===== src/rtl/alu_share_arb_pkg.sv =====
// Shared definitions for the two-requester shared ALU: data width,
// opcode encodings and the controller state enumeration.
package alu_share_arb_pkg;

  localparam int DATA_W = 32;

  localparam logic [3:0] OP_ROL = 4'd0;
  localparam logic [3:0] OP_ROR = 4'd1;
  localparam logic [3:0] OP_MAX = 4'd2;
  localparam logic [3:0] OP_MIN = 4'd3;
  localparam logic [3:0] OP_ADD = 4'd4;
  localparam logic [3:0] OP_MUL = 4'd5;

  typedef enum logic [1:0] {
    ST_IDLE = 2'd0,
    ST_EXEC = 2'd1,
    ST_MULW = 2'd2,
    ST_RESP = 2'd3
  } state_t;

endpackage


===== src/rtl/alu_share_arb_alu_core.sv =====
// Purely combinational ALU datapath shared by both requesters.
// Opcodes outside ROL..MUL yield a zero result with the illegal flag set.
module alu_core
  import alu_share_arb_pkg::*;
(
  input  logic [3:0]        op_i,
  input  logic [DATA_W-1:0] a_i,
  input  logic [DATA_W-1:0] b_i,
  input  logic [4:0]        shift_i,
  output logic [DATA_W-1:0] result_o,
  output logic              carry_o,
  output logic              illegal_o
);

  logic [DATA_W-1:0] rol_s;
  logic [DATA_W-1:0] ror_s;
  logic [DATA_W:0]   sum_s;
  logic [5:0]        inv_shift_s;

  // A 32-bit shift of a 32-bit value yields zero, so shift 0 leaves a unchanged.
  assign inv_shift_s = 6'd32 - {1'b0, shift_i};
  assign rol_s       = (a_i << shift_i) | (a_i >> inv_shift_s);
  assign ror_s       = (a_i >> shift_i) | (a_i << inv_shift_s);
  assign sum_s       = {1'b0, a_i} + {1'b0, b_i};

  // Opcode decode and result selection.
  always_comb begin
    result_o  = '0;
    carry_o   = 1'b0;
    illegal_o = 1'b0;
    case (op_i)
      OP_ROL: result_o = rol_s;
      OP_ROR: result_o = ror_s;
      OP_MAX: result_o = (a_i >= b_i) ? a_i : b_i;
      OP_MIN: result_o = (a_i <= b_i) ? a_i : b_i;
      OP_ADD: begin
        result_o = sum_s[DATA_W-1:0];
        carry_o  = sum_s[DATA_W];
      end
      OP_MUL: result_o = a_i * b_i;
      default: illegal_o = 1'b1;
    endcase
  end

endmodule


===== src/rtl/alu_share_arb.sv =====
// Two-requester round-robin front end and controller for a shared ALU.
// One operation is in flight at a time; the response is held until taken.
module alu_share_arb
  import alu_share_arb_pkg::*;
#(
  parameter int MUL_LAT = 2
) (
  input  logic              clk,
  input  logic              rst,
  input  logic              req0_valid,
  output logic              req0_ready,
  input  logic [3:0]        req0_opcode,
  input  logic [DATA_W-1:0] req0_a,
  input  logic [DATA_W-1:0] req0_b,
  input  logic [4:0]        req0_shift,
  input  logic              req1_valid,
  output logic              req1_ready,
  input  logic [3:0]        req1_opcode,
  input  logic [DATA_W-1:0] req1_a,
  input  logic [DATA_W-1:0] req1_b,
  input  logic [4:0]        req1_shift,
  output logic              rsp_valid,
  input  logic              rsp_ready,
  output logic              rsp_id,
  output logic [DATA_W-1:0] rsp_result,
  output logic              rsp_carry,
  output logic              rsp_illegal,
  output logic              busy
);

  localparam logic [3:0] MUL_WAIT = 4'(MUL_LAT - 1);

  state_t            state_q;
  logic              ptr_q;        // requester favoured on a tie
  logic [3:0]        op_q;
  logic [DATA_W-1:0] a_q;
  logic [DATA_W-1:0] b_q;
  logic [4:0]        shift_q;
  logic              id_q;
  logic [3:0]        cnt_q;
  logic              rsp_valid_q;
  logic              rsp_id_q;
  logic [DATA_W-1:0] rsp_result_q;
  logic              rsp_carry_q;
  logic              rsp_illegal_q;
  logic              busy_q;

  logic              grant0_d;
  logic              grant1_d;
  logic [3:0]        op_sel_d;
  logic [DATA_W-1:0] alu_result_s;
  logic              alu_carry_s;
  logic              alu_illegal_s;

  // Round-robin grant: only in IDLE and out of reset; a tie goes to ptr_q.
  always_comb begin
    grant0_d = 1'b0;
    grant1_d = 1'b0;
    if (!rst && (state_q == ST_IDLE)) begin
      grant0_d = req0_valid && (!req1_valid || !ptr_q);
      grant1_d = req1_valid && (!req0_valid ||  ptr_q);
    end else begin
      grant0_d = 1'b0;
      grant1_d = 1'b0;
    end
  end

  assign op_sel_d   = grant1_d ? req1_opcode : req0_opcode;
  assign req0_ready = grant0_d;
  assign req1_ready = grant1_d;

  alu_core u_alu_core (
    .op_i      (op_q),
    .a_i       (a_q),
    .b_i       (b_q),
    .shift_i   (shift_q),
    .result_o  (alu_result_s),
    .carry_o   (alu_carry_s),
    .illegal_o (alu_illegal_s)
  );

  // Controller FSM: capture on accept, optional multiply wait, compute, hold response.
  always_ff @(posedge clk) begin
    if (rst) begin
      state_q       <= ST_IDLE;
      ptr_q         <= 1'b0;
      op_q          <= 4'd0;
      a_q           <= '0;
      b_q           <= '0;
      shift_q       <= 5'd0;
      id_q          <= 1'b0;
      cnt_q         <= 4'd0;
      rsp_valid_q   <= 1'b0;
      rsp_id_q      <= 1'b0;
      rsp_result_q  <= '0;
      rsp_carry_q   <= 1'b0;
      rsp_illegal_q <= 1'b0;
      busy_q        <= 1'b0;
    end else begin
      case (state_q)
        ST_IDLE: begin
          if (grant0_d || grant1_d) begin
            op_q    <= op_sel_d;
            a_q     <= grant1_d ? req1_a     : req0_a;
            b_q     <= grant1_d ? req1_b     : req0_b;
            shift_q <= grant1_d ? req1_shift : req0_shift;
            id_q    <= grant1_d;
            ptr_q   <= !grant1_d;
            busy_q  <= 1'b1;
            if ((op_sel_d == OP_MUL) && (MUL_LAT > 1)) begin
              cnt_q   <= MUL_WAIT;
              state_q <= ST_MULW;
            end else begin
              state_q <= ST_EXEC;
            end
          end
        end
        ST_MULW: begin
          if (cnt_q <= 4'd1) begin
            cnt_q   <= 4'd0;
            state_q <= ST_EXEC;
          end else begin
            cnt_q   <= cnt_q - 4'd1;
          end
        end
        ST_EXEC: begin
          rsp_result_q  <= alu_result_s;
          rsp_carry_q   <= alu_carry_s;
          rsp_illegal_q <= alu_illegal_s;
          rsp_id_q      <= id_q;
          rsp_valid_q   <= 1'b1;
          state_q       <= ST_RESP;
        end
        ST_RESP: begin
          if (rsp_ready) begin
            rsp_valid_q <= 1'b0;
            busy_q      <= 1'b0;
            state_q     <= ST_IDLE;
          end
        end
        default: begin
          rsp_valid_q <= 1'b0;
          busy_q      <= 1'b0;
          cnt_q       <= 4'd0;
          state_q     <= ST_IDLE;
        end
      endcase
    end
  end

  assign rsp_valid   = rsp_valid_q;
  assign rsp_id      = rsp_id_q;
  assign rsp_result  = rsp_result_q;
  assign rsp_carry   = rsp_carry_q;
  assign rsp_illegal = rsp_illegal_q;
  assign busy        = busy_q;

endmodule

===== config.mk =====
export PLATFORM = sky130hd
export DESIGN_NAME = alu_share_arb
export DESIGN_NICKNAME = d
export VERILOG_FILES = /design/src/rtl/alu_share_arb_pkg.sv /design/src/rtl/alu_share_arb_alu_core.sv /design/src/rtl/alu_share_arb.sv
export SDC_FILE = /design/constraint.sdc
export NUM_CORES = 2
export LEC_CHECK = 0
export ABC_AREA = 1
export CORE_MARGIN = 10
export CORE_UTILIZATION = 35
export CTS_BUF_LIST = sky130_fd_sc_hd__clkbuf_4 sky130_fd_sc_hd__clkbuf_8
export DETAILED_ROUTE_END_ITERATION = 8
export PLACE_DENSITY = 0.49
export SLEW_MARGIN = 20
export SYNTH_ARGS = -nofsm -noshare
export SYNTH_HDL_FRONTEND = slang
export SYNTH_SLANG_ARGS = --single-unit

===== constraint.sdc =====
create_clock -name clk -period 8.65 [get_ports clk]
set_input_delay 0.865 -clock clk [delete_from_list [all_inputs] [get_ports clk]]
set_output_delay 0.865 -clock clk [all_outputs]
set_load 0.1 [all_outputs]

==> metrics.md <==
| Metric | Value |
|---|---|
| Max-cap violation count | `0` |
| R2r endpoint | `rsp_result[28]` |
| Crit path kind | `reg2reg` |
| CP arrival | `8.57 ns` |
| Synth Instances | `approximately 5000` |
| TNS Setup | `0 ns` |
| Worst slew pin tran | `1.12 ns` |
| CP peak stage delay | `around 0.8 ns` |
| Synth area leaders | `fa_1, nand2_1, inv_1` |
| CTS sink cnt | `roughly 120` |
| Synth Area in XOR/XNOR | `0.554%` |
| Hold path startpoint | `rsp_result[8]` |
| Skew-Pair Late Insertion Delay | `0.57 ns` |
| Synth-to-Final Area Change | `11.0%` |
| Hold Path End | `rsp_result[8]` |
| Cell Chain, Critical Path | `buf_4, ha_1, fa_1, fa_1, inv_1, fa_1, fa_1, inv_1, fa_1, fa_1, fa_1, fa_1, ha_1, nand2_1, nor4_1, o21ai_0, nand3_1, nand2_1, nand3_1, nand2_1, inv_1, nand3_1, o21ai_0, a21oi_1` |
| Relative slew slack | `25.6%` |
| Remaining DRCs | `0` |
| Synth cell types | `between 50 and 60` |
| Fmax | `about 120 MHz` |
| Top Ports | `190` |
| DR iter-0 viols | `between 3000 and 4000` |
| Commonest non-fill, non-tap cell in the layout | `nand2_1` |
| Starting Density | `a little over a third` |
| Core area | `around 90000 um2` |
| Max Clock Skew | `~0.027 ns` |
| Hold Fails Final Rpt | `0` |
| FF-to-FF Start | `b_q[13]` |
| Critical Path RT | `9.06 ns` |
| Tcrit/Tclk final | `a little over nine tenths` |
| Syn_nets | `approximately 5800` |
| First-pass detailed-route iteration total | `7` |
| Flop2flop setup slack | `a little under 0.5 ns` |
| Largest family of logic cells by synthesized area | `adder cells` |
| Register area share after synthesis | `approximately 7.5%` |
| Minimum clock period after layout | `around 8 ns` |
| HPWL after DPL | `about 110000 um` |
| Synth Area in Simple Gates | `between 20% and 30%` |
| Slew Viols, Final | `0` |
| Family with the most delay on the worst path | `adder cells` |
| Maximum fanout along the worst path | `12` |
| Warnings from Yosys | `0` |
| Total number of vias | `between 30000 and 40000` |
| Most frequent CP cell | `fa_1` |
| CTS resizes | `0` |
| Clk slew on worst S/H paths | `about 0.1 ns` |
| Synthesized flop and latch total | `118` |
| Global-route wire length before repair | `~210000 um` |
| CTS Buf Count | `17` |
| RSZ-0062 raised after global routing | `no` |
| Vias in the first global route | `between 30000 and 40000` |
| Hold Crit Class | `reg2reg` |
| PortBufs | `around 190` |
| Asr flop ratio synth | `0%` |
| Slowest CP cell | `dfxtp_1` |
| Fillers | `10000` |
| R2R depth | `24` |
| Overall Global Routing Usage | `between 20 and 30%` |
| Per-cell routed wire length | `between 20 and 25 um` |
| Hold Path Depth | `2` |
| Post-synth EDFFs | `0` |
| Pwr dens | `190 nW/um2` |
| Final GP Congestion | `a little under 1` |
| Chip height | `between 300 and 400 um` |
| Commonest cells after routing, fill and taps aside | `nand2_1, inv_1, o21ai_0` |
| Initial antenna violation count | `5` |
| Share of the synthesized area in the top cell type | `around a quarter` |
| Final wirelength | `142000 um` |
| Post-synthesis compound-gate area fraction | `between 10% and 20%` |
| Post-synth design cell area | `approximately 32000 um2` |
| CTS tree | `done` |
| Routed vias/inst | `between 5 and 6` |
| Main synth FF type | `dfxtp_1` |
| Critical path capture point type | `flip-flop` |
| Status | `finished, final reports clean` |
| Finished Cell Area | `35100 um2` |
| Mux cell area share after synthesis | `0.380%` |
| Max Buffers Root-to-Sink | `2` |
| Post CTS Setup Buffer Count | `0` |
| Synth Area in Adders | `33.6%` |
| DRT antenna net count | `0` |
| Setup-failing EPs final | `0` |
| Final Core Density | `roughly two fifths` |
| Die Width | `about 320 um` |
| Pre-CTS WS | `around 0.6 ns` |
| Leak pwr | `18.9 nW` |
| Row cnt | `110` |
| Yosys top cell by area | `fa_1` |
| Min setup slack post-route | `roughly 0.49 ns` |
| CP startpoint kind | `flip-flop` |
| CTS root buf | `clkbuf_8` |
| Hold_buf cts | `0` |
| Nets | `between 5000 and 6000` |
| Global route overflow | `0` |
| WP buf/inv | `4` |
| Htree depth | `4` |
| Pin count of the biggest net entering global routing | `between 70 and 80` |
| VDD IR-drop max | `0.000243 V` |
| Placed Area | `~35000 um2` |
| Crit path from | `b_q[13]` |
| Die Footprint | `about 100000 um2` |
| Mean Syn Cell Area | `roughly 6.2 um2` |
| Share of cells above drive strength 1 | `between 4 and 5%` |
[worst max-delay path by stage]
stage	slack [ns]	end	depth (start not counted)
floorplan	1.95	rsp_result[30]	29
global placement	0.52	rsp_result[28]	24
detailed placement	0.59	rsp_result[28]	24
CTS	0.54	rsp_result[28]	24
global route	0.27	rsp_result[28]	24
finish	0.49	rsp_result[28]	24
[layer usage]
| metal | global-route usage [%] | part of all wire (%) |
|---|---|---|
| met4 | 7.43 | 2.8 |
| met3 | 4.40 | 7.6 |
| met1 | 37.8 | 44 |
| met2 | 43.6 | 45 |
| met5 | 0 | 0.042 |
[final cells by class]
type | instances | area, um2 | area share, %
well taps | 1176 | 1470 | 4.19
clock buffers | 17 | 234 | 0.667
multi-input cells | 3663 | 24300 | 69.4
flip-flops and latches | 118 | 2370 | 6.76
repair buffers | 314 | 2830 | 8.06
inverters | 981 | 3680 | 10.5
clock inverters | 15 | 153 | 0.435
diodes | 2 | 5.00 | 0.0143
[worst min-delay path: stages, from the launching register on]
cell     delay, ns
dfxtp_1       0.32
nand2_1       0.06
a21oi_1       0.06
[Yosys cell counts, types with 4 or more instances]
library cell	instances
a21oi_1	274
fa_1	409
nor2_1	268
mux2i_1	12
o211ai_1	57
o22ai_1	10
xor2_1	7
ha_1	195
xnor2_1	8
nand3_1	207
o21bai_1	11
buf_1	50
a31oi_1	58
dfxtp_1	118
inv_1	969
a21o_1	6
nor4_1	6
buf_4	7
nand3b_1	17
or2_2	11
nand2_1	1553
nor3_1	25
buf_2	59
and2_1	10
clkbuf_1	184
o21ai_0	418
a211oi_1	4
o21ai_1	28
inv_2	10
nand4_1	33
[flip-flops by register name (all words and copies together), names as in the netlist, 2 cells and up]
name / count
rsp_result: 32
cnt_q: 4
b_q: 32
shift_q: 5
state_q: 2
op_q: 4
a_q: 32
[cell families after synthesis]
family | after synthesis
adder cells (fa/ha/maj) | 604
AND/OR/NAND/NOR | 2141
multiplexers | 12
XOR/XNOR | 17
AO/OA/AOI/OAI | 889
buffers and inverters | 1282
flip-flops | 118
[through the flow]
step                cells  total power (W)  hold slack [ns]
floorplan            5063          0.00413            0.446
CTS                  6284          0.00658            0.475
global route         6285          0.00716            0.489
finish               6286          0.00665            0.472
detailed placement   6252          0.00597            0.459
global placement     6252          0.00599            0.455
[where the power goes]
group | total [W] | internal, W | switching, W
clock network | 0.000576 | 0.000238 | 0.000338
logic | 0.00518 | 0.00142 | 0.00376
registers | 0.000903 | 0.000654 | 0.000249
total | 0.00665 | 0.00231 | 0.00434
No activity file was read; power rests on OpenSTA's default activity.
